File: src/rtl/cia_pkg.sv
// Shared CIA register types and constants used by the serial-port sequencer.
package cia;

    typedef logic [7:0] reg8_t;
    typedef logic [3:0] reg4_t;

    localparam reg4_t SDR_ADDR = 4'hC;

    typedef enum logic {IDLE, WRITE} sp_seq_state_t;

endpackage

File: src/rtl/cia_sp_fifo.sv
// Byte FIFO for the serial-port sequencer; power-of-two depth, synchronous active-high reset.
module cia_sp_fifo
    import cia::*;
#(
    parameter int unsigned DEPTH = 4
) (
    input  logic                     clk,
    input  logic                     res,
    input  logic                     push,
    input  reg8_t                    push_data,
    input  logic                     pop,
    output reg8_t                    head,
    output logic [$clog2(DEPTH):0]   level,
    output logic                     full,
    output logic                     empty
);

    localparam int unsigned AW = $clog2(DEPTH);

    reg8_t       mem_q [DEPTH];
    logic [AW:0] wr_q, wr_d;
    logic [AW:0] rd_q, rd_d;
    logic        do_push;
    logic        do_pop;

    // Extra pointer bit distinguishes full from empty when the indices match.
    always_comb begin
        level   = wr_q - rd_q;
        full    = (level == (AW + 1)'(DEPTH));
        empty   = (wr_q == rd_q);
        do_pop  = pop & ~empty;
        do_push = push & (~full | do_pop);
        wr_d    = wr_q + (AW + 1)'(do_push);
        rd_d    = rd_q + (AW + 1)'(do_pop);
        head    = mem_q[rd_q[AW-1:0]];
    end

    always_ff @(posedge clk) begin
        if (res) begin
            wr_q <= '0;
            rd_q <= '0;
        end else begin
            wr_q <= wr_d;
            rd_q <= rd_d;
        end
    end

    always_ff @(posedge clk) begin
        if (do_push) begin
            mem_q[wr_q[AW-1:0]] <= push_data;
        end
    end

endmodule

File: src/rtl/cia_sp_sequencer.sv
// Paces host bytes into the CIA serial data register, keeping at most two in flight.
// Optional receive capture path is enabled by defining CIA_SP_SEQ_RX_EN.
module cia_sp_sequencer
    import cia::*;
#(
    parameter int unsigned DEPTH = 4
) (
    input  logic                     clk,
    input  logic                     res,
    input  logic                     phi2_up,
    input  logic                     phi2_dn,
    input  logic                     txmode,
    input  logic                     sp_int,
    input  logic [7:0]               sp_regs,
    input  logic                     in_valid,
    output logic                     in_ready,
    input  logic [7:0]               in_data,
    output logic                     sp_we,
    output logic [3:0]               sp_addr,
    output logic [7:0]               sp_data,
    output logic [$clog2(DEPTH):0]   level,
    output logic                     busy,
    output logic                     rx_valid,
    output logic [7:0]               rx_data,
    output logic                     rx_ovr,
    input  logic                     rx_ack
);

    sp_seq_state_t state_q, state_d;
    logic          sp_we_q, sp_we_d;
    reg8_t         sp_data_q, sp_data_d;
    logic [1:0]    outstanding_q, outstanding_d;
    logic [1:0]    outstanding_clr;
    logic          txmode_q, txmode_d;

    logic          fifo_full;
    logic          fifo_empty;
    logic          fifo_pop;
    reg8_t         fifo_head;

    logic          issue;
    logic          commit;
    logic          retire;
    logic          tx_change;

    cia_sp_fifo #(
        .DEPTH (DEPTH)
    ) u_fifo (
        .clk       (clk),
        .res       (res),
        .push      (in_valid & in_ready),
        .push_data (in_data),
        .pop       (fifo_pop),
        .head      (fifo_head),
        .level     (level),
        .full      (fifo_full),
        .empty     (fifo_empty)
    );

    always_comb begin
        // A pending sp_int holds off issue so the outstanding count settles first.
        issue     = (state_q == IDLE) & phi2_up & txmode & ~fifo_empty
                    & (outstanding_q != 2'd2) & ~sp_int;
        commit    = (state_q == WRITE) & phi2_dn & txmode;
        tx_change = phi2_dn & (txmode != txmode_q);
        fifo_pop  = commit;

        state_d   = state_q;
        sp_we_d   = sp_we_q;
        sp_data_d = sp_data_q;
        txmode_d  = phi2_dn ? txmode : txmode_q;

        unique case (state_q)
            IDLE: begin
                if (issue) begin
                    state_d   = WRITE;
                    sp_we_d   = 1'b1;
                    sp_data_d = fifo_head;
                end
            end
            WRITE: begin
                if (phi2_dn) begin
                    state_d = IDLE;
                    sp_we_d = 1'b0;
                end
            end
        endcase

        outstanding_clr = tx_change ? 2'd0 : outstanding_q;
        retire          = phi2_up & sp_int & (outstanding_clr != 2'd0);
        outstanding_d   = outstanding_clr + 2'(commit) - 2'(retire);
    end

    always_ff @(posedge clk) begin
        if (res) begin
            state_q       <= IDLE;
            sp_we_q       <= 1'b0;
            sp_data_q     <= '0;
            outstanding_q <= '0;
            txmode_q      <= 1'b0;
        end else begin
            state_q       <= state_d;
            sp_we_q       <= sp_we_d;
            sp_data_q     <= sp_data_d;
            outstanding_q <= outstanding_d;
            txmode_q      <= txmode_d;
        end
    end

    assign sp_we    = sp_we_q;
    assign sp_data  = sp_data_q;
    assign sp_addr  = SDR_ADDR;
    assign in_ready = ~fifo_full;
    assign busy     = (outstanding_q != 2'd0) | ~fifo_empty;

`ifdef CIA_SP_SEQ_RX_EN
    logic  rx_arm_q, rx_arm_d;
    logic  rx_valid_q, rx_valid_d;
    logic  rx_ovr_q, rx_ovr_d;
    reg8_t rx_data_q, rx_data_d;
    logic  rx_capture;

    // Arm on the byte-complete edge; SDR holds the new byte by the following phi2_up.
    always_comb begin
        rx_capture = phi2_up & rx_arm_q;
        rx_arm_d   = phi2_up ? (sp_int & ~txmode) : rx_arm_q;
        rx_valid_d = rx_valid_q & ~rx_ack;
        rx_data_d  = rx_data_q;
        rx_ovr_d   = rx_ovr_q;
        if (rx_capture) begin
            rx_valid_d = 1'b1;
            rx_data_d  = sp_regs;
            if (rx_valid_q & ~rx_ack) begin
                rx_ovr_d = 1'b1;
            end
        end
    end

    always_ff @(posedge clk) begin
        if (res) begin
            rx_arm_q   <= 1'b0;
            rx_valid_q <= 1'b0;
            rx_ovr_q   <= 1'b0;
            rx_data_q  <= '0;
        end else begin
            rx_arm_q   <= rx_arm_d;
            rx_valid_q <= rx_valid_d;
            rx_ovr_q   <= rx_ovr_d;
            rx_data_q  <= rx_data_d;
        end
    end

    assign rx_valid = rx_valid_q;
    assign rx_data  = rx_data_q;
    assign rx_ovr   = rx_ovr_q;
`else
    logic unused_rx;
    assign unused_rx = rx_ack ^ (^sp_regs);
    assign rx_valid  = 1'b0;
    assign rx_data   = '0;
    assign rx_ovr    = 1'b0;
`endif

endmodule

File: config.mk
export PLATFORM = sky130hd
export DESIGN_NAME = cia_sp_sequencer
export DESIGN_NICKNAME = d
export VERILOG_FILES = /design/src/rtl/cia_pkg.sv /design/src/rtl/cia_sp_fifo.sv /design/src/rtl/cia_sp_sequencer.sv
export SDC_FILE = /design/constraint.sdc
export NUM_CORES = 1
export LEC_CHECK = 0
export CORE_UTILIZATION = 55
export CTS_BUF_LIST = sky130_fd_sc_hd__clkbuf_8
export CTS_CLUSTER_DIAMETER = 60
export CTS_CLUSTER_SIZE = 8
export DETAILED_ROUTE_END_ITERATION = 7
export GPL_ROUTABILITY_DRIVEN = 1
export MAX_ROUTING_LAYER = met4
export PLACE_DENSITY = 0.89
export SYNTH_ARGS = -nofsm -noshare
export SYNTH_HDL_FRONTEND = slang
export SYNTH_SLANG_ARGS = --single-unit
File: constraint.sdc
create_clock -name clk -period 6.4 [get_ports clk]
set_input_delay 0.96 -clock clk [delete_from_list [all_inputs] [get_ports clk]]
set_output_delay 0.96 -clock clk [all_outputs]
set_load 0.005 [all_outputs]
Word-level counts from Yosys, hierarchy flattened

Memory sizes are Yosys's and may differ from the RTL's. A register that Yosys moved wholly into a read port is not among the register bits.
Index checks and enable logic that the tools add are counted.

Output and inout port bits: 28
Bits in latches: 0
ROM bits: 0
Bits in registers: 11
Memories: 1
Memory bits (writable): 32

Memory list:

| memory       | depth | width | rd ports | clocked after memory_dff | wr ports | RTL line          | text |
|---|---|---|---|---|---|---|---|
| u_fifo.mem_q | 4     | 8     | 1        | 1                        | 1        | cia_sp_fifo.sv:20 | `reg8_t mem_q [DEPTH];` |

Mux-type cells: 9
Add/subtract/negate cells: 5
Multiply operators: 0
Shifts and indexed selects: 0
Order comparisons: 0
Div/mod/pow operators: 0
Reduce and logical (&&, ||, !) cells: 4
Equality and inequality tests: 6
Bitwise gates (word level): 19

Operator list:

| kind                 | number |
|---|---|
| $and A1 B1 Y1        | 13 |
| $add A3 B1 Y3        | 2 |
| $mux W1              | 6 |
| $ne A2 B2 Y1 const B | 3 |
| $not A1 Y1           | 4 |
| $pmux W1 S2          | 2 |
| $reduce_and A2 Y1    | 2 |
| $reduce_bool A2 Y1   | 2 |
| $eq A3 B3 Y1         | 1 |
| $eq A3 B3 Y1 const B | 1 |
| $sub A3 B3 Y3        | 1 |
| $add A2 B1 Y2        | 1 |
| $mux W2              | 1 |
| $or A1 B1 Y1         | 2 |
| $sub A2 B1 Y2        | 1 |
| $ne A1 B1 Y1         | 1 |

Longest topological paths before layout

Depth after elaboration: 8
Depth in mapped cells: 11

Hierarchy

Synthesis repeated with hierarchy kept, for this count alone.

Cells, all modules: 176
Area, all modules: 2,338.5 um^2

Modules (own cells, without submodules):

| module           | seq. area each (um^2) | area each (um^2) | cells each | instances |
|---|---|---|---|---|
| cia_sp_fifo      | 1,081.0               | 1,555.2          | 85         | 1 |
| cia_sp_sequencer | 260.2                 | 783.3            | 91         | 1 |

Least setup slack after synthesis

Ideal clock, no wire load.

Path type: reg-to-reg
Start point: reg u_fifo.wr_q[0]
End point: mem u_fifo.mem_q[0][0] (netlist name) (enable)
Slack: 3.880 ns
Arrival: 2.137 ns
Stages on the path, launching flop included: 8
Period minus slack after synthesis: 2.520 ns
Required time: 6.017 ns
Buffers on the path: 0
Setup time: 0.383 ns
Path through: dfxtp_1 inv_1 ha_1 fa_1 xor3_4 nand3_1 nand2_1 nor3_1

Longest elaborated chain between the ends: 7

Ends and longest elaborated chain:

| item                                          | RTL line                                  | text |
|---|---|---|
| start: declaration                            | cia_sp_fifo.sv:21                         | `logic [AW:0] wr_q, wr_d;` |
| start signal: assignment                      | cia_sp_fifo.sv:43                         | `wr_q <= wr_d;` |
| $sub A3 B3 Y3 (*)                             | cia_sp_fifo.sv:28                         | `level = wr_q - rd_q;` |
| via level[2]                                  | cia_sp_sequencer.sv:21                    | `output logic [$clog2(DEPTH):0] level,` |
| $eq A3 B3 Y1 (*)                              | cia_sp_fifo.sv:29                         | `full = (level == (AW + 1)'(DEPTH));` |
| $not A1 Y1 (*)                                | cia_sp_sequencer.sv:113                   | `assign in_ready = ~fifo_full;` |
| via in_ready                                  | cia_sp_sequencer.sv:16                    | `output logic in_ready,` |
| $and A1 B1 Y1 or $or A1 B1 Y1 (tied branches) | cia_sp_sequencer.sv:51, cia_sp_fifo.sv:32 |  |
| $and A1 B1 Y1 (*)                             | cia_sp_fifo.sv:32                         | `do_push = push & (~full \| do_pop);` |
| $mux W1 (*)                                   | cia_sp_fifo.sv:49                         | `if (do_push) begin` |
| $mux W1 (not written as such) (*)             | cia_sp_fifo.sv:50                         | `mem_q[wr_q[AW-1:0]] <= push_data;` |
| end: declaration                              | cia_sp_fifo.sv:20                         |  |

Mark *: on every way through the listed nets, which the timed path passes. The rest lies on a longest branch.

Worst setup path in the final report

Start point: reg u_fifo.rd_q[0]
End point: out in_ready

Longest elaborated chain between the ends: 3

Ends and longest elaborated chain:

| item                     | RTL line                | text |
|---|---|---|
| start: declaration       | cia_sp_fifo.sv:22       | `logic [AW:0] rd_q, rd_d;` |
| start signal: assignment | cia_sp_fifo.sv:44       | `rd_q <= rd_d;` |
| $sub A3 B3 Y3            | cia_sp_fifo.sv:28       |  |
| $eq A3 B3 Y1             | cia_sp_fifo.sv:29       |  |
| $not A1 Y1               | cia_sp_sequencer.sv:113 |  |
| end: declaration         | cia_sp_sequencer.sv:16  |  |

Every way passes these cells.

==> metrics <==
placed wire-length estimate=2328 um; P_leak=1.006 nW; CTS tree=built; crit path max fanout=10; Via Count=1197; Psw=0.0001288 W; Clock power frac=0.337; grt ovf=0; n_diodes=0; largest net degree at the start of global routing=20; cell area after synthesis=2182 sq um; Clock Pin Slew Worst Setup and Hold Paths=90 ps; final setup skew=5.784 ps; max-cap violations=0; unrepaired setup endpoints after global routing=no; Worst slew margin=0.1368; Final ANT Viol Nets=0; placed cell areas=2435 sq um; first-pass GRT wire length=5644 um; Reg power frac=0.582; Seq/Total Area, Yosys=0.6147; Die Area=4223 sq um; CTS Buf Count=5; RePlAce Congestion=0.7611; Root Buffer=clkbuf_8; Setup TNS Final=0 ps; Crit-path slowest cell=dfxtp_1; Initial DRC Count=21; Power Density=249.1 nW/um^2; Max stage delay on crit path=520 ps; hold_buf cts=0; Slew @ Worst Pin=1285 ps; final non-filler cell total=229; hold crit path type=reg2reg; Final Cell Area=2542 sq um; CP Cell Sequence=ha_1 > fa_1 > xor3_4 > nand3_1 > clkdlybuf4s50_1; final-report hold violation count=0; switching part of the total power=0.2033; Tcrit/Tclk final=0.5353; Placed Cells=221; Worst-Skew Late Latency=300 ps; antenna violations before repair=0; P_int=0.0005044 W; final setup vio count=0; Area Overhead vs Synth=16.51%; Setup Fix Bufs, Post-CTS=0; flip-flop and latch count after synthesis=51; Post-Route WL=3349 um; Crit Path Category=reg2out; starting density of the core=0.5829; Ys Warns=0; vias in the first global route=1249; Row Count=22; CTS sink cnt=51; Cells after Synth=152; die height=64.99 um; Pins Over Slew Limit=0; Port Buffers=28; nets@finish=213; Worst Path Arrival=2470 ps; Yosys top cell area share=0.4404; post-CTS sizing=0; startpoint types=flip-flop; Global Route Usage Sum=0.1902; Layout fillers=277; layout cells sized above 1=0.09392; drt wl/cell=14.62 um; FMAX=291.9 MHz; syn_area_per_cell=14.36 sq um; Initial DRT Pass Iterations=4; # DRC=0; IR drop worst, VDD=0.1893 mV; library cells used by synthesis=28; CP Data Required Time=5440 ps; Die X=64.99 um; largest cells by area after synthesis=edfxtp_1, dfxtp_1, mux4_2; Core ar.=3744 sq um; CTS H-tree lvls=2; Setup crit end kind=output port; Comb power frac=0.082; clk buf depth=2; final hold slack=478.3 ps; Top-Level Pins=52; min cycle time layout=3426 ps; vias per inst=5.227; status=completed; Synth area leader=edfxtp_1
==> worst max-delay path, delay by kind of cell (launching register included) <==
| family | cells | cell delay [ps] |
|---|---|---|
| XOR/XNOR | 1 | 320 |
| flip-flops | 1 | 520 |
| adder cells (fa/ha/maj) | 2 | 700 |
| AND/OR/NAND/NOR | 1 | 120 |
| buffers and inverters | 1 | 520 |
==> through the flow <==
stage | worst slack [ps] | power (W) | util
final | 2974 | 0.0006332 | 0.6791
after global routing | 2817 | 0.0006563 | 0.6791
after CTS | 2915 | 0.0006373 | 0.6791
after detailed placement | 3143 | 0.0004280 | 0.6504
after global placement | 3263 | 0.0004243 | 0.6504
after floorplan | 3880 | 0.0004073 | -
==> synthesized netlist by cell type (all sizes together) <==
master and instances:
nand3 2, dfxtp 19, and2 1, nand2 5, nor2b 6, nor3 5, conb 2, inv 7
buf 16, nand2b 1, mux2i 9, edfxtp 32, and3 2, nand4bb 1, clkbuf 3, ha 8
xor3 1, nor2 13, and4b 1, mux4 8, fa 1, xor2 2, a21oi 3, xnor2 3
a311o 1
==> area by class of cell <==
| type | instances | area, sq um | share of cell area |
|---|---|---|---|
| Multi-Input combinational cell | 87 | 726.9 | 0.2859 |
| Inverter | 7 | 26.28 | 0.01033 |
| Clock inverter | 3 | 38.79 | 0.01526 |
| Clock buffer | 5 | 68.82 | 0.02707 |
| Sequential cell | 51 | 1341 | 0.5276 |
| Tap cell | 48 | 60.06 | 0.02362 |
| Timing Repair Buffer | 28 | 280.3 | 0.1102 |
==> sequential cells by signal (all words and copies together), names as in the netlist <==
| register | cells |
|---|---|
| outstanding_q | 2 |
| sp_data | 8 |
| sp_we | 1 |
| state_q | 1 |
| txmode_q | 1 |
| u_fifo.mem_q | 32 |
| u_fifo.rd_q | 3 |
| u_fifo.wr_q | 3 |
==> power groups by stage <==
stage          clock (W)  combinational, W  sequential (W)
5_1_grt         0.000230         0.0000570        0.000370
6_report        0.000213         0.0000517        0.000368
3_3_place_gp           0         0.0000497        0.000375
4_1_cts         0.000217         0.0000524        0.000368
3_5_place_dp           0         0.0000521        0.000376
2_1_floorplan          0         0.0000332        0.000374
==> routing by layer <==
layer,vias to the layer above,share of wire,GRT usage
met5,-,0,-
met4,0,0.012,0.06667
met3,6,0.053,0.05458
met2,39,0.54,0.3438
met1,586,0.39,0.1943
li1,566,-,-
==> final timing paths <==
kind / from / end / slack [ps] / depth (start not counted)
setup / recovery: u_fifo.rd_q[0] / in_ready / 2970 / 5
hold / removal: sp_we / sp_we / 480 / 2
setup reg to reg: u_fifo.rd_q[0] / u_fifo.mem_q[2][3] / 3240 / 6
hold reg to reg: sp_we / sp_we / 480 / 2
==> logic make-up (layout without fill, tap and decap cells) <==
kind of cell             Yosys count  count (layout)  synth area share
other                              2              14          0.003442
AND/OR/NAND/NOR                   37              37           0.08602
AO/OA/AOI/OAI                      4               4           0.01147
buffers and inverters             26              43           0.07282
multiplexers                      17              17            0.1239
XOR/XNOR                           6               6           0.03269
flip-flops                        51              51            0.6147
adder cells (fa/ha/maj)            9               9           0.05505
==> placed cells by master (no fill, tap or decap), types with 2 or more instances in the layout <==
master           instances
inv_1                    7
nor3_1                   5
nor2b_1                  6
nand3_1                  2
mux4_2                   8
xnor2_1                  3
nand2_1                  5
conb_1                  14
clkbuf_8                 5
edfxtp_1                32
xor2_1                   2
mux2i_1                  9
dfxtp_1                 19
clkdlybuf4s50_1         28
ha_1                     8
a21oi_1                  3
nor2_1                  13
(Power assumes the default switching activity.)
